<file path="src/rtl/kgp_mem_pkg.sv">
// Shared types and defaults for the KGP-RISC memory-stage store buffer.
package kgp_mem_pkg;
  localparam int AW_DEF       = 10;
  localparam int SB_DEPTH_DEF = 4;

  typedef struct packed {
    logic [AW_DEF-1:0] addr;
    logic [31:0]       data;
  } sb_entry_t;

  typedef enum logic {SB_RUN = 1'b0, SB_FENCE = 1'b1} sb_state_e;
endpackage

</file>
<file path="src/rtl/sb_match.sv">
// Address compare across all buffer entries with youngest-first priority select.
module sb_match
  import kgp_mem_pkg::*;
#(
  parameter int DEPTH = SB_DEPTH_DEF,
  parameter int AW    = AW_DEF,
  localparam int PW   = $clog2(DEPTH)
) (
  input  logic [AW-1:0]              addr_i,
  input  logic [DEPTH-1:0]           valid_i,
  input  logic [PW-1:0]              tail_i,
  input  logic [DEPTH-1:0][AW-1:0]   ent_addr_i,
  input  logic [DEPTH-1:0][31:0]     ent_data_i,
  output logic                       hit_o,
  output logic [PW-1:0]              idx_o,
  output logic [31:0]                data_o
);
  logic [DEPTH-1:0] match;
  logic [PW-1:0]    cand;

  for (genvar g = 0; g < DEPTH; g++) begin : g_cmp
    assign match[g] = valid_i[g] && (ent_addr_i[g] == addr_i);
  end

  // Walk oldest to youngest (tail-DEPTH .. tail-1) so the youngest match is the last to win.
  always_comb begin
    hit_o = 1'b0;
    idx_o = '0;
    cand  = '0;
    for (int k = DEPTH - 1; k >= 0; k--) begin
      cand = tail_i - PW'(k + 1);
      if (match[cand]) begin
        hit_o = 1'b1;
        idx_o = cand;
      end
    end
    data_o = ent_data_i[idx_o];
  end
endmodule

</file>
<file path="src/rtl/store_buffer.sv">
// In-order store buffer with load forwarding and fence drain for the MEM stage.
// Optional in-place store coalescing is enabled by defining STBUF_COALESCE_EN.
module store_buffer
  import kgp_mem_pkg::*;
#(
  parameter int DEPTH = SB_DEPTH_DEF,
  parameter int AW    = AW_DEF,
  localparam int PW   = $clog2(DEPTH),
  localparam int CW   = PW + 1
) (
  input  logic          clk,
  input  logic          reset,
  input  logic          mem_we,
  input  logic          mem_re,
  input  logic [31:0]   mem_addr,
  input  logic [31:0]   mem_wdata,
  output logic [31:0]   mem_rdata,
  input  logic          fence,
  output logic          mem_stall,
  output logic          dm_write,
  output logic          dm_read,
  output logic [31:0]   dm_addr,
  output logic [31:0]   dm_din,
  input  logic [31:0]   dm_dout,
  output logic [CW-1:0] sb_count
);
  logic [DEPTH-1:0][AW-1:0] addr_q;
  logic [DEPTH-1:0][31:0]   data_q;
  logic [PW-1:0]            head_q, head_d, tail_q, tail_d;
  logic [CW-1:0]            count_q, count_d;
  sb_state_e                state_q, state_d;

  logic [DEPTH-1:0] valid;
  logic             hit;
  logic [PW-1:0]    hit_idx;
  logic [31:0]      fwd_data;
  logic             full, empty, fence_hold;
  logic             port_req, load_act, store_act, drain, coal, enq;

  for (genvar g = 0; g < DEPTH; g++) begin : g_vld
    assign valid[g] = {1'b0, PW'(PW'(g) - head_q)} < count_q;
  end

  sb_match #(.DEPTH(DEPTH), .AW(AW)) u_match (
    .addr_i     (mem_addr[AW-1:0]),
    .valid_i    (valid),
    .tail_i     (tail_q),
    .ent_addr_i (addr_q),
    .ent_data_i (data_q),
    .hit_o      (hit),
    .idx_o      (hit_idx),
    .data_o     (fwd_data)
  );

  assign full  = (count_q == CW'(DEPTH));
  assign empty = (count_q == '0);

  // A load request reserves the port even when a simultaneous store wins,
  // so stores issued under back-to-back loads accumulate in the buffer.
  assign port_req  = ~reset & ~fence_hold & mem_re;
  assign load_act  = port_req & ~mem_we;
  assign store_act = ~reset & ~fence_hold & mem_we;
  assign drain     = ~reset & ~empty & ~port_req;

`ifdef STBUF_COALESCE_EN
  // Merging into the head as it drains would lose the new data; enqueue instead.
  assign coal = store_act & hit & ~(drain & (hit_idx == head_q));
`else
  assign coal = 1'b0;
`endif
  assign enq = store_act & ~coal & ~full;

  assign head_d  = head_q + PW'(drain);
  assign tail_d  = tail_q + PW'(enq);
  assign count_d = count_q + CW'(enq) - CW'(drain);

  // FSM: state register
  always_ff @(posedge clk) begin
    if (reset) state_q <= SB_RUN;
    else       state_q <= state_d;
  end

  // FSM: next state
  always_comb begin
    state_d = state_q;
    case (state_q)
      SB_RUN:   if (fence && !empty && count_d != '0) state_d = SB_FENCE;
      SB_FENCE: if (count_d == '0) state_d = SB_RUN;
      default:  state_d = SB_RUN;
    endcase
  end

  // FSM: outputs
  always_comb begin
    fence_hold = ~reset & ((state_q == SB_FENCE) | (fence & ~empty));
    mem_stall  = fence_hold | (store_act & ~coal & full);
  end

  always_ff @(posedge clk) begin
    if (reset) begin
      head_q  <= '0;
      tail_q  <= '0;
      count_q <= '0;
    end else begin
      head_q  <= head_d;
      tail_q  <= tail_d;
      count_q <= count_d;
    end
  end

  always_ff @(posedge clk) begin
    if (enq) begin
      addr_q[tail_q] <= mem_addr[AW-1:0];
      data_q[tail_q] <= mem_wdata;
    end
    if (coal) data_q[hit_idx] <= mem_wdata;
  end

  assign dm_write  = drain;
  assign dm_read   = load_act;
  assign dm_din    = drain ? data_q[head_q] : 32'd0;
  assign dm_addr   = load_act ? mem_addr :
                     drain    ? {{(32-AW){1'b0}}, addr_q[head_q]} : 32'd0;
  assign mem_rdata = load_act ? (hit ? fwd_data : dm_dout) : 32'd0;
  assign sb_count  = count_q;
endmodule

</file>
<file path="config.mk">
export PLATFORM = sky130hd
export DESIGN_NAME = store_buffer
export DESIGN_NICKNAME = d
export VERILOG_FILES = /design/src/rtl/kgp_mem_pkg.sv /design/src/rtl/sb_match.sv /design/src/rtl/store_buffer.sv
export SDC_FILE = /design/constraint.sdc
export NUM_CORES = 1
export LEC_CHECK = 0
export CAP_MARGIN = 40
export CORE_MARGIN = 2
export CORE_UTILIZATION = 50
export CTS_BUF_LIST = sky130_fd_sc_hd__clkbuf_4 sky130_fd_sc_hd__clkbuf_8
export CTS_CLUSTER_DIAMETER = 40
export CTS_CLUSTER_SIZE = 30
export DETAILED_ROUTE_END_ITERATION = 16
export PLACE_DENSITY = 0.85
export SLEW_MARGIN = 30
export SYNTH_ARGS = -nofsm -noshare
export SYNTH_HDL_FRONTEND = slang
export SYNTH_HIERARCHICAL = 1
export SYNTH_SLANG_ARGS = --single-unit
</file>
<file path="constraint.sdc">
create_clock -name clk -period 5.9 [get_ports clk]
set_clock_uncertainty 0.1 [all_clocks]
set_input_delay 0.59 -clock clk [delete_from_list [all_inputs] [get_ports clk]]
set_output_delay 0.59 -clock clk [all_outputs]
set_load 0.02 [all_outputs]
</file>
==> results of run 1 <==
## how the worst max path moves through the flow
stage | from | endpoint | slack, ns
after floorplan | sb_count[1]$_SDFF_PP0_ | addr_q[20]$_DFFE_PP_ | 1.07
after CTS | sb_count[1]$_SDFF_PP0_ | mem_rdata[22] | 0.50
final | head_q[1]$_SDFF_PP0_ | mem_rdata[21] | 0.51
after global placement | mem_addr[9] | mem_rdata[22] | 0.89
after global routing | sb_count[1]$_SDFF_PP0_ | mem_rdata[21] | 0.18
after detailed placement | mem_addr[3] | mem_rdata[22] | 0.80
## cells in the mapped netlist, types with 8 or more instances
master    count
and2_1       32
a22o_1       10
a21oi_1      39
mux4_2       42
xnor2_1      44
dfxtp_1       8
o21ai_0      34
and3_1       54
buf_2        23
mux2i_1      32
nor2_1       40
a311o_1      32
inv_1         9
edfxtp_1    168
nand3_1      37
clkbuf_1     26
nand4_1       8
## area by class of cell
class | count | area, sq um | share of cell area [%]
Antenna cell | 1 | 2.50 | 0.0207
Clock buffer | 18 | 241 | 2.00
Clock inverter | 14 | 93.8 | 0.777
Inverter | 11 | 41.3 | 0.342
Multi-Input combinational cell | 460 | 3940 | 32.6
Sequential cell | 176 | 5210 | 43.1
Tap cell | 234 | 293 | 2.42
Timing Repair Buffer | 223 | 2260 | 18.7
## sequential cells by signal (all words and copies together), names as in the netlist
signal / flops
sb_count: 3
head_q: 2
addr_q: 40
state_q: 1
data_q: 128
tail_q: 2
## per-stage QoR
step                util (%)  total power [mW]
detailed placement      62.9              2.94
CTS                     64.7              3.65
global route            64.8              3.80
floorplan                  -              2.46
global placement        62.6              2.91
finish                  64.8              3.63
## power breakdown
| group | internal, mW | leakage, nW | total [mW] | switching (mW) |
|---|---|---|---|---|
| sequential | 1.47 | 1.59 | 1.58 | 0.108 |
| clock | 0.292 | 0.165 | 0.716 | 0.424 |
| combinational | 0.689 | 2.19 | 1.33 | 0.645 |
## metal layers
metal	wire, um	vias up
li1	-	3125
met1	9890	3425
met2	11900	385
met3	2260	36
met4	549	0
met5	0	-
## kinds of logic (layout without fill, tap and decap cells)
kind of cell / after synthesis / in the layout / share of synthesized area (%)
AND/OR/NAND/NOR: 207 / 207 / 13.0
flip-flops: 176 / 176 / 54.9
AO/OA/AOI/OAI: 128 / 128 / 9.56
buffers and inverters: 77 / 266 / 4.15
multiplexers: 74 / 74 / 13.4
XOR/XNOR: 44 / 44 / 4.07
adder cells (fa/ha/maj): 7 / 7 / 1.00
other: 0 / 1 / 0
==> qor.csv, run 1 <==
metric,value,unit
path_max_fanout,32,
synthTopCellsByArea,"edfxtp_1 (53%), mux4_2 (10%), xnor2_1 (4.1%)",
fin_crit,5.39,ns
cts.reportedPaths.clkPinSlew,0.09,ns
setup_viol,0,
p_per_area,300,nW/um^2
crit_family,compound AO/OA/AOI/OAI gates,
first_global_vias,6858,
drc,0,
syn-num-nets,821,
final_area,12100,sq um
synth_area_per_cell,13.3,sq um
layout_common_cells,"clkdlybuf4s50_1 (202), edfxtp_1 (168), and3_1 (54), xnor2_1 (44), mux4_2 (42)",
final_cells,1137,
syn_area,9480,sq um
yosysTopAreaCellShare,53.2,%
cts_resized,0,
firstDrtPassIters,5,
max_slew_margin,47.2,%
drt_iter0_drc,747,
max_cap_viol_count,0,
die_y,142,um
postRouteWirelength,24600,um
synthToLayoutAreaGrowth,27.5,%
synth_top_flop_cell,edfxtp_1,
worst_path_max_delay_cell,o221a_2,
clkSinkCount,176,
ys_seq_area_share,54.9,%
grt_use_met3,5.70,%
place_ws,0.802,ns
ys_async_sr_fraction,0,%
gr-usage-met2,39.6,%
core,18600,sq um
nets,997,
grt_use_met1,32.3,%
status,finished clean,
dpl.cell_count,1102,
r2r_slack,2.63,ns
wire_per_inst,21.6,um
whs,0.657,ns
min_to,data_q[53]$_DFFE_PP_,
antenna_found_initial,1,
die_w,142,um
die_area,20100,sq um
cts_buffers,17,
cts_root_buf,clkbuf_8,
crit_buf_inv,2,
min_period_over_period,91.4,%
synth-seq-cells,176,
slew_viol_final,0,
worstSetupPathType,reg2out,
ir_worst_vdd,0.187,mV
overflow,0,
hold_viol_final,0,
startpoint_type,flip-flop,
path_cells,xnor2_1 > inv_1 > ha_1 > a21oi_1 > or2_2 > nand4_1 > nor3_2 > o221a_2 > o21ai_0 > a21oi_1 > a311o_1 > mux2i_1 > nor2_1 > clkdlybuf4s50_1,
cts_tree,yes,
mostFrequentLayoutCell,clkdlybuf4s50_1,
grt_most_used_layer,met2,
yosysWarnings,6,
worstHoldStart,mem_wdata[21],
cpMostUsedCell,a21oi_1,
io_buffers,202,
grt_max_degree,97,
synth_cell_types,51,
slowest_delay,0.83,ns
ctsHoldBuffers,0,
critPathCaptureType,output pin,
track_usage,24.4,%
num_io_pins,203,
start_util,50.8,%
htree_levels,4,
vias,6971,
ant_nets,0,
clock_path_buffers,2,
synthCells,713,
arrival,4.70,ns
synth-edff-count,168,
postCtsSetupRepairBufs,0,
gp_congestion,0.847,
reg2reg_depth,6,
rr_startpoint,sb_count[0]$_SDFF_PP0_,
fin_tns_setup,0,ns
required,5.21,ns
hp-class,in2reg,
worst-slew-pin-transition,0.792,ns
hold-path-cell-count,1,
p_leak,3.95,nW
detailed_place_hpwl,16000,um
r2r_end,data_q[118]$_DFFE_PP_,
cp.depth,14,
rsz0062_at_grt,no,
insertion_delay,0.46,ns
drive_above_1_share,13.5,%
grt_pass1_wl,37500,um
fin_ws,0.510,ns
yosysTopAreaCell,edfxtp_1,
fmax,186,MHz
vias_per_cell,6.13,
placed_area,11700,sq um
core.rowCount,50,
nFillCells,1402,
(Power assumes the default switching activity.)
==> run 2: changes to the inputs <==
- CORE_MARGIN: 2 -> 5
- GPL_TIMING_DRIVEN: not set -> 0
==> run 2 against run 1 <==
Effect of this change:
- sequential power is 3% lower
- flip-flop and latch count stayed put
- combinational power is 9% higher
- design area is 3.5% higher
- worst setup slack worse by 0.21 ns
- wire length is 13% higher
- clock power is 22% higher
- fmax is 3.7% lower
- critical path depth is 2 higher
- critical path type unchanged
- largest cell class unchanged
==> qor.csv, run 2 (same netlist as run 1, synthesis figures left out) <==
metric,value,unit
min_period_over_period,94.9,%
p_seq_share,39.8,%
grt_max_degree,18,
worst-slew-pin-transition,0.881,ns
arrival,4.91,ns
ctsHoldBuffers,0,
postRouteWirelength,27900,um
vias,7458,
insertion_delay,0.47,ns
clock_path_buffers,2,
hp-class,in2reg,
firstDrtPassIters,8,
fin_crit,5.60,ns
start_util,50.7,%
io_buffers,202,
regMostFlops,data_q,
status,finished clean,
grt_pass1_wl,41900,um
die_area,21800,sq um
fin_ws,0.303,ns
drt_iter0_drc,970,
clkSinkCount,176,
multi_input_area,3930,sq um
p_total,3.86,mW
drc,0,
nets,1064,
cts.reportedPaths.clkPinSlew,0.10,ns
path_max_fanout,10,
setup_viol,0,
detailed_place_hpwl,20400,um
power.share.clock,22.7,%
cts_tree,yes,
core,18700,sq um
final_area,12500,sq um
sw_frac_of_total,32.0,%
core.rowCount,50,
met3_length,3100,um
final_cells,1204,
fin_tns_setup,0,ns
fmax,179,MHz
required,5.21,ns
postLayoutCoreUtil,66.8,%
path_cells,buf_2 > buf_4 > xnor2_1 > ha_1 > a21oi_1 > or2_2 > nand4_1 > or3_1 > o22ai_1 > nor4b_4 > buf_2 > and3_1 > a311o_1 > mux2i_1 > nor2_1 > clkdlybuf4s50_1,
dpl.cell_count,1170,
placed_area,12000,sq um
critPathCaptureType,output pin,
cts_buffers,17,
cts_root_buf,clkbuf_8,
synthToLayoutAreaGrowth,31.9,%
startpoint_type,flip-flop,
p_per_area,309,nW/um^2
ir_worst_vdd,0.220,mV
nFillCells,1290,
largest_reg_flops,128,
p_leak,4.23,nW
slew_viol_final,0,
first_global_vias,7549,
track_usage,25.1,%
worstSetupPathType,reg2out,
power.switching,1.23,mW
mostFrequentLayoutCell,clkdlybuf4s50_1,
max_cap_viol_count,0,
hold_viol_final,0,
cpMostUsedCell,buf_2,
internal_power,2.63,mW
die_y,148,um
place_ws,0.521,ns
htree_levels,4,
whs,0.657,ns
layout_common_cells,"clkdlybuf4s50_1 (202), edfxtp_1 (168), and3_1 (54), xnor2_1 (44), mux4_2 (42)",
max_slew_margin,41.3,%
slowest_delay,0.65,ns
overflow,0,
vias_per_cell,6.19,
combPwrFrac,37.5,%
drive_above_1_share,16.5,%
num_io_pins,203,
die_w,148,um
gp_congestion,0.855,
seq_area,5200,sq um
antenna_found_initial,3,
worst_path_max_delay_cell,clkdlybuf4s50_1,
wl_met1,10300,um
wire_per_inst,23.2,um
ant_nets,0,
rsz0062_at_grt,no,
route.met2.wl,13500,um
routed.top_layer,met5,
run 2: changes by cell type in the layout (fill, tap and decap cells not counted), moves of 2 or more:
cell | before | now
clkbuf_2 | 0 | 4
clkbuf_1 | 0 | 22
buf_6 | 1 | 12
clkinv_2 | 5 | 0
buf_4 | 15 | 22
buf_2 | 0 | 21
inv_6 | 1 | 4
bufinv_16 | 0 | 3
clkinvlp_4 | 4 | 1
dfxtp_1 | 6 | 8
buf_12 | 3 | 0
buf_1 | 0 | 4
run 2: final cells by class:
class	instances	share of cell area, %
multi-input cells	460	31.4
diodes	2	0.0400
inverters	11	0.330
repair buffers	224	18.0
clock buffers	18	1.93
clock inverters	13	1.43
well taps	234	2.34
flip-flops and latches	176	41.6
plain buffers	66	2.89
run 2: final timing paths:
check                    startpoint                   end  slack, ns  cells after the start
max            head_q[1]$_SDFF_PP0_         mem_rdata[21]       0.30                     16
min                    mem_wdata[7]   data_q[7]$_DFFE_PP_       0.66                      1
max reg2reg  sb_count[0]$_SDFF_PP0_  data_q[64]$_DFFE_PP_       3.07                      6
min reg2reg    tail_q[1]$_SDFF_PP0_  tail_q[1]$_SDFF_PP0_       0.66                      2
run 2: repair_timing:
action / in CTS / in global routing
setup buffers: 0 / 0
resized for setup: 1 / 14
gates cloned: 0 / 0
endpoints found under the setup margin: 2 / 25
run 2: power groups by stage:
stage / Clock (mW) / Combinational (mW) / Sequential, mW
2_1_floorplan: 0 / 0.902 / 1.56
3_3_place_gp: 0 / 1.39 / 1.57
3_5_place_dp: 0 / 1.44 / 1.56
4_1_cts: 0.888 / 1.45 / 1.53
5_1_grt: 0.937 / 1.54 / 1.55
6_report: 0.877 / 1.45 / 1.54
run 2: critical path: cells and delay by family (launching register included):
kind | cells | cell delay [ns]
multiplexers | 1 | 0.12
XOR/XNOR | 1 | 0.12
AO/OA/AOI/OAI | 3 | 0.34
adder cells (fa/ha/maj) | 1 | 0.28
buffers and inverters | 4 | 1.60
AND/OR/NAND/NOR | 6 | 1.63
flip-flops | 1 | 0.35
run 2: layer usage:
layer	up-vias	global-route usage [%]
met5	-	0
met4	2	11.5
li1	3269	-
met2	540	41.0
met3	78	6.87
met1	3569	31.3
